[src/rtl/mem_pkg.sv]
// Shared types and constants for the MEM-stage memory access unit.
package mem_pkg;

  typedef enum logic [1:0] {
    IDLE,
    REQ,
    DONE
  } mem_state_t;

  localparam logic [3:0] PIX_STORE = 4'd8;

  function automatic int cnt_w(input int timeout);
    return $clog2(timeout + 1);
  endfunction

endpackage

[src/rtl/mem_access_unit.sv]
// MEM-stage controller: req/ack data-memory access with timeout,
// pipeline stall generation and load-data capture for MEM/WB.
module mem_access_unit
  import mem_pkg::*;
#(
  parameter int ADDR_W  = 32,
  parameter int DATA_W  = 32,
  parameter int TIMEOUT = 15
) (
  input  logic              clk,
  input  logic              reset,
  input  logic              memtoreg,
  input  logic              memwrite,
  input  logic              memaddrsrc,
  input  logic [3:0]        instr_type,
  input  logic [ADDR_W-1:0] op_a,
  input  logic [ADDR_W-1:0] alu_result,
  input  logic [DATA_W-1:0] store_data,
  input  logic [DATA_W-1:0] color,
  input  logic              bus_ack,
  input  logic [DATA_W-1:0] bus_rdata,
  output logic              bus_req,
  output logic              bus_we,
  output logic [ADDR_W-1:0] bus_addr,
  output logic [DATA_W-1:0] bus_wdata,
  output logic              stall,
  output logic [DATA_W-1:0] rdata,
  output logic              rdata_valid,
  output logic              err
);

  localparam int CW = cnt_w(TIMEOUT);

  mem_state_t        state_q, state_d;
  logic [CW-1:0]     cnt_q, cnt_d;
  logic              req_q, req_d;
  logic              we_q, we_d;
  logic              rv_q, rv_d;
  logic              err_q, err_d;
  logic [ADDR_W-1:0] addr_q, addr_d;
  logic [DATA_W-1:0] wdata_q, wdata_d;
  logic [DATA_W-1:0] rdata_q, rdata_d;

  logic              op;
  logic [ADDR_W-1:0] sel_addr;
  logic [DATA_W-1:0] sel_wdata;

  assign op = memtoreg | memwrite;

  always_comb begin
    sel_addr      = memaddrsrc ? op_a : alu_result;
    sel_addr[1:0] = 2'b00;
    sel_wdata     = (instr_type == PIX_STORE) ? color : store_data;
  end

  always_comb begin
    state_d = state_q;
    cnt_d   = cnt_q;
    req_d   = req_q;
    we_d    = we_q;
    addr_d  = addr_q;
    wdata_d = wdata_q;
    rdata_d = rdata_q;
    rv_d    = 1'b0;
    err_d   = 1'b0;
    unique case (state_q)
      IDLE: begin
        if (op) begin
          addr_d  = sel_addr;
          wdata_d = sel_wdata;
          we_d    = memwrite;
          req_d   = 1'b1;
          cnt_d   = '0;
          state_d = REQ;
        end
      end
      REQ: begin
        // ack on the last allowed cycle takes priority over timeout
        if (bus_ack) begin
          req_d   = 1'b0;
          state_d = DONE;
          if (!we_q) begin
            rdata_d = bus_rdata;
            rv_d    = 1'b1;
          end
        end else if (cnt_q == CW'(TIMEOUT - 1)) begin
          req_d   = 1'b0;
          err_d   = 1'b1;
          rdata_d = '0;
          state_d = DONE;
        end else begin
          cnt_d = cnt_q + CW'(1);
        end
      end
      DONE: begin
        state_d = IDLE;
      end
      default: begin
        state_d = IDLE;
        req_d   = 1'b0;
      end
    endcase
  end

  always_ff @(posedge clk) begin
    if (!reset) begin
      state_q <= IDLE;
      cnt_q   <= '0;
      req_q   <= 1'b0;
      we_q    <= 1'b0;
      addr_q  <= '0;
      wdata_q <= '0;
      rdata_q <= '0;
      rv_q    <= 1'b0;
      err_q   <= 1'b0;
    end else begin
      state_q <= state_d;
      cnt_q   <= cnt_d;
      req_q   <= req_d;
      we_q    <= we_d;
      addr_q  <= addr_d;
      wdata_q <= wdata_d;
      rdata_q <= rdata_d;
      rv_q    <= rv_d;
      err_q   <= err_d;
    end
  end

  always_comb begin
    stall = 1'b0;
    if (reset) begin
      unique case (state_q)
        IDLE:    stall = op;
        REQ:     stall = 1'b1;
        DONE:    stall = 1'b0;
        default: stall = 1'b0;
      endcase
    end
  end

  assign bus_req     = req_q;
  assign bus_we      = we_q;
  assign bus_addr    = addr_q;
  assign bus_wdata   = wdata_q;
  assign rdata       = rdata_q;
  assign rdata_valid = rv_q;
  assign err         = err_q;

endmodule
[config.mk]
export PLATFORM = sky130hd
export DESIGN_NAME = mem_access_unit
export DESIGN_NICKNAME = d
export VERILOG_FILES = /design/src/rtl/mem_pkg.sv /design/src/rtl/mem_access_unit.sv
export SDC_FILE = /design/constraint.sdc
export NUM_CORES = 1
export LEC_CHECK = 0
export CAP_MARGIN = 20
export CORE_AREA = 2 2 115 117
export CTS_BUF_LIST = sky130_fd_sc_hd__clkbuf_4
export CTS_CLUSTER_DIAMETER = 200
export DETAILED_ROUTE_END_ITERATION = 10
export DIE_AREA = 0 0 117 119
export PLACE_DENSITY = 0.81
export SLEW_MARGIN = 20
export SYNTH_ARGS = -nofsm -noshare
export SYNTH_HDL_FRONTEND = slang
export SYNTH_SLANG_ARGS = --single-unit
[constraint.sdc]
create_clock -name clk -period 2 [get_ports clk]
set_clock_uncertainty 0.1 [all_clocks]
set_input_delay 0.3 -clock clk [delete_from_list [all_inputs] [get_ports clk]]
set_output_delay 0.3 -clock clk [all_outputs]
set_load 0.01 [all_outputs]
## Word-level counts from Yosys, hierarchy flattened

Index checks and enable logic that the tools add are counted.

| storage, ports and cells | value |
|---|---|
| register bits after elaboration | 104 |
| output and inout bits | 101 |
| bits of input ports | 170 |
| logic and storage cells | 54 |

| operators by class | value |
|---|---|
| reduce and logical (&&, ||, !) cells | 10 |
| eq/ne operators | 9 |
| add/subtract/negate cells | 1 |
| bitwise logic cells | 4 |
| muxes and demuxes | 21 |

Operator list:

| kind | count |
|---|---|
| 2-to-1 mux 32 bit | 5 |
| 2-to-1 mux 4 bit | 3 |
| AND reduction 3 bit | 3 |
| equality test 4 bit (second input constant) | 2 |
| inequality test 2 bit (second input constant) | 4 |
| case mux 4 bit (2 select lines) | 1 |
| 2-to-1 mux 1 bit | 6 |
| 2-to-1 mux 2 bit | 3 |
| adder 4 x 1 -> 4 bit (second input constant) | 1 |
| case mux 2 bit (2 select lines) | 1 |
| AND reduction 2 bit | 2 |
| AND reduction 4 bit | 1 |
| nonzero test 2 bit | 2 |
| inequality test 3 bit (second input constant) | 1 |
| NOT 1 bit | 3 |
| case mux 1 bit (3 select lines) | 1 |
| OR reduction 3 bit | 1 |
| equality test 2 x 1 -> 1 bit (second input constant) | 1 |
| equality test 2 bit (second input constant) | 1 |
| zero test 2 bit | 1 |
| case mux 1 bit (2 select lines) | 1 |
| bitwise OR 1 bit | 1 |

## Longest topological paths before layout

| depth | value |
|---|---|
| depth after elaboration | 4 |
| gate-level depth with buffers | 6 |

## Worst setup path after synthesis

No wires, ideal clock.

| path | value |
|---|---|
| path kind | reg-to-reg |
| start point | reg cnt_q[0] |
| end point | reg req_q, in the netlist bus_req |
| setup slack | 0.393 ns |
| stages on the path, launching flop included | 6 |
| arrival time | 1.421 ns |
| period minus slack after synthesis | 1.607 ns |
| required time | 1.813 ns |
| path buffers | 0 |
| path through | dfxtp_1 inv_1 ha_1 nand3_2 or3b_2 a211oi_1 |

| between the ends | value |
|---|---|
| word-level cells in the longest chain between the ends | 3 |

RTL lines:

| what | line | text |
|---|---|---|
| start: declaration | mem_access_unit.sv:35 | `logic [CW-1:0] cnt_q, cnt_d;` |
| start signal: assignment | mem_access_unit.sv:118 | `cnt_q <= cnt_d;` |
| equality test 4 bit | mem_access_unit.sv:86 | `end else if (cnt_q == CW'(TIMEOUT - 1)) begin` |
| inequality test 3 bit (no line) | -- |  |
| AND reduction 3 bit (no line) | -- |  |
| end signal: assignment | mem_access_unit.sv:119 | `req_q <= req_d;` |
| end: declaration | mem_access_unit.sv:36 | `logic req_q, req_d;` |

Every way passes these cells.
A chain may end at the register's enable or synchronous reset.

## Worst setup path after layout

| path | value |
|---|---|
| start point | reg we_q, in the netlist bus_we |
| end point | out bus_we |

RTL lines:

| what | line | text |
|---|---|---|
| start: declaration | mem_access_unit.sv:37 | `logic we_q, we_d;` |
| start signal: assignment | mem_access_unit.sv:120 | `we_q <= we_d;` |
| end: declaration | mem_access_unit.sv:23 | `output logic bus_we,` |

No word-level cell between the ends.

==> impl_metrics.py <==
metrics = {
    "placement": {
        "io_buffers": 264,
        "place.gp.congestion": 0.780,
        "place_ws_ps": -51.8,
        "hpwlAfterDp_mm": 11.7,
    },
    "synthesis": {
        "synthesis.area_um2": 4970,
        "synth_flop_cell": "dfxtp_1",
        "synth_seq_cells": 104,
        "syn_inst": 495,
        "synth_edf_count": 0,
        "seq_area_frac_synth": 0.419,
        "yosys_warnings": 0,
        "synth_area_per_cell_um2": 10.0,
        "async_flop_share": 0,
        "synthDistinctLibCells": 37,
    },
    "global_route": {
        "overflow": 0,
        "grt_max_degree": 55,
        "grt_pass1_wl_mm": 24.7,
        "grtUsageTotal": 0.224,
        "antenna_found_initial": 0,
        "grt_pass1_vias": 5005,
    },
    "worst_hold_path": {
        "holdCritPathClass": "in2reg",
        "hold_depth": 3,
    },
    "timing": {
        "rsz0062_at_grt": "false",
        "period_minus_slack_ps": 1840,
        "fmax_mhz": 544,
        "finalCritPeriodShare": 0.920,
        "hold_violations": 0,
        "fin_tns_setup_ps": 0,
        "slew_violations": 0,
        "layout_setup_ws_ps": 160,
        "setup_viol": 0,
    },
    "outcome": {
        "status": "finished clean",
    },
    "detailed_routing": {
        "highest_layer": "met4",
        "routed_wl_mm": 15.9,
        "vias": 4851,
        "wl_met3_mm": 1.60,
        "ant_nets": 0,
        "dr.first_iter.drc_count": 258,
        "drt-met1-wl_mm": 6.13,
        "wl_met2_mm": 7.91,
        "avgRoutedWirePerCell_um": 17.3,
        "dr.pass1.iters": 4,
        "drc": 0,
        "via_per_inst": 5.28,
    },
    "worst_setup_path": {
        "critPathLaunchType": "register",
        "rrSetupSlack_ps": 220,
        "regToRegStartpoint": "cnt_q[0]",
        "path_cells": "clkdlybuf4s50_1",
        "worstPathArrival_ps": 1440,
        "crit_path_max_incr_delay_ps": 570,
        "startpoint": "bus_we",
        "critPathSlowestCell": "clkdlybuf4s50_1",
        "path_class": "reg2out",
        "worstReg2RegEnd": "rdata[23]",
        "crit_required_ps": 1600,
        "path_depth": 1,
        "end_kind": "primary output",
        "crit_family": "buffers and inverters",
        "crit_fanout": 4,
        "endpoint": "bus_we",
        "rr_worst_depth": 6,
        "cp_num_buf_inv": 1,
    },
    "clock_tree": {
        "cts-hold-fix-buffers": 0,
        "tritoncts": "yes",
        "clockBufferDepth": 2,
        "clock-root-buffer": "clkbuf_4",
        "worstSkewPairLatency_ps": 460,
        "cts_buffers": 9,
        "clkTransAtPathRegs_ps": 160,
        "htreeDepth": 3,
        "cts_sinks": 104,
    },
    "finish": {
        "antenna-diode-count": 0,
        "fin_nets": 910,
        "mostFrequentLayoutCells": "clkdlybuf4s50_1 (262), dfxtp_1 (102), a21oi_1 (98)",
        "drive_above_1_share": 0.153,
        "layout_commonest_cell": "clkdlybuf4s50_1",
        "syn_to_final_growth_pct": 61.0,
        "finalCoreUtilization": 0.622,
    },
    "power": {
        "power.density_nw_per_um2": 660,
        "ir_drop_mv": 0.406,
        "p_leak_nw": 2.79,
    },
    "floorplanning": {
        "row_count": 42,
        "dieArea_um2": 13900,
        "start_util": 0.386,
        "ios": 271,
        "die_x_um": 117,
        "die_y_um": 119,
        "core-area_um2": 12900,
    },
    "flow_run": {
        "maxCapViolCount": 0,
    },
}
[cell usage after synthesis (3+ instances only)]
| library cell | count | share of area |
|---|---|---|
| buf_6 | 10 | 0.023 |
| o211ai_1 | 32 | 0.048 |
| clkbuf_1 | 26 | 0.020 |
| a211oi_2 | 60 | 0.15 |
| a211oi_1 | 5 | 0.0075 |
| a31oi_1 | 3 | 0.0038 |
| nor3_1 | 4 | 0.0040 |
| a21oi_1 | 98 | 0.099 |
| buf_2 | 18 | 0.018 |
| buf_4 | 4 | 0.0060 |
| dfxtp_1 | 104 | 0.42 |
| inv_1 | 3 | 0.0023 |
| mux2i_1 | 63 | 0.13 |
| nand2_1 | 39 | 0.029 |
[kinds of logic (layout without fill, tap and decap cells)]
logic type / count (synthesis) / count (layout) / synth area share
multiplexers: 63 / 63 / 0.127
other: 1 / 2 / 0.000754
buffers and inverters: 61 / 308 / 0.0687
AND/OR/NAND/NOR: 63 / 63 / 0.0662
AO/OA/AOI/OAI: 201 / 201 / 0.314
adder cells (fa/ha/maj): 2 / 2 / 0.00503
flip-flops: 104 / 104 / 0.419
[final cells by class]
cell class | instances | area [µm²]
well taps | 176 | 220
inverters | 3 | 13.8
fillers | 1055 | 4870
flip-flops and latches | 104 | 2080
multi-input cells | 331 | 2560
repair buffers | 289 | 2940
clock buffers | 11 | 82.6
clock inverters | 5 | 105
[per-stage QoR]
stage	std cells	hold slack, ps	area, µm²	total power (W)
CTS	919	215	8010	0.00535
global route	919	245	8010	0.00554
detailed placement	903	396	7820	0.00397
global placement	903	388	7820	0.00392
floorplan	496	316	4980	0.00311
finish	919	264	8010	0.00528
[registers in the layout, indices dropped and copies added, names as in the netlist]
name and cells:
state_q 2, bus_wdata 32, cnt_q 4, err 1, bus_req 1, rdata 32
bus_we 1, bus_addr 30, rdata_valid 1
[worst register-to-register path, delay by kind of cell, from the launching register on]
kind,cells,cell delay (ps)
buffers and inverters,2,430
flip-flops,1,480
AND/OR/NAND/NOR,1,90
AO/OA/AOI/OAI,2,380
adder cells (fa/ha/maj),1,230
[routing by layer]
metal | vias to the layer above | GRT usage
li1 | 2316 | -
met1 | 2313 | 0.242
met2 | 203 | 0.406
met3 | 19 | 0.0728
met4 | 0 | 0.0713
met5 | - | 0
[report_power, final]
part | switching, W | internal (W) | total (W)
registers | 0.0000989 | 0.00225 | 0.00235
clock network | 0.000704 | 0.000661 | 0.00137
logic | 0.000680 | 0.000890 | 0.00157
[worst min path at each step]
stage	from	to	slack, ps
2_1_floorplan	reset	state_q[1]	320
3_3_place_gp	rdata[8]	rdata[8]	390
3_5_place_dp	rdata[13]	rdata[13]	400
4_1_cts	memaddrsrc	bus_addr[27]	220
5_1_grt	bus_rdata[8]	rdata[8]	250
6_report	memaddrsrc	bus_addr[27]	260
[repair_timing]
item                                    4_1_cts  5_1_grt
buffers inserted                              0        0
resized for setup                             3        0
endpoints found under the setup margin        1        0
(Power assumes the default switching activity.)
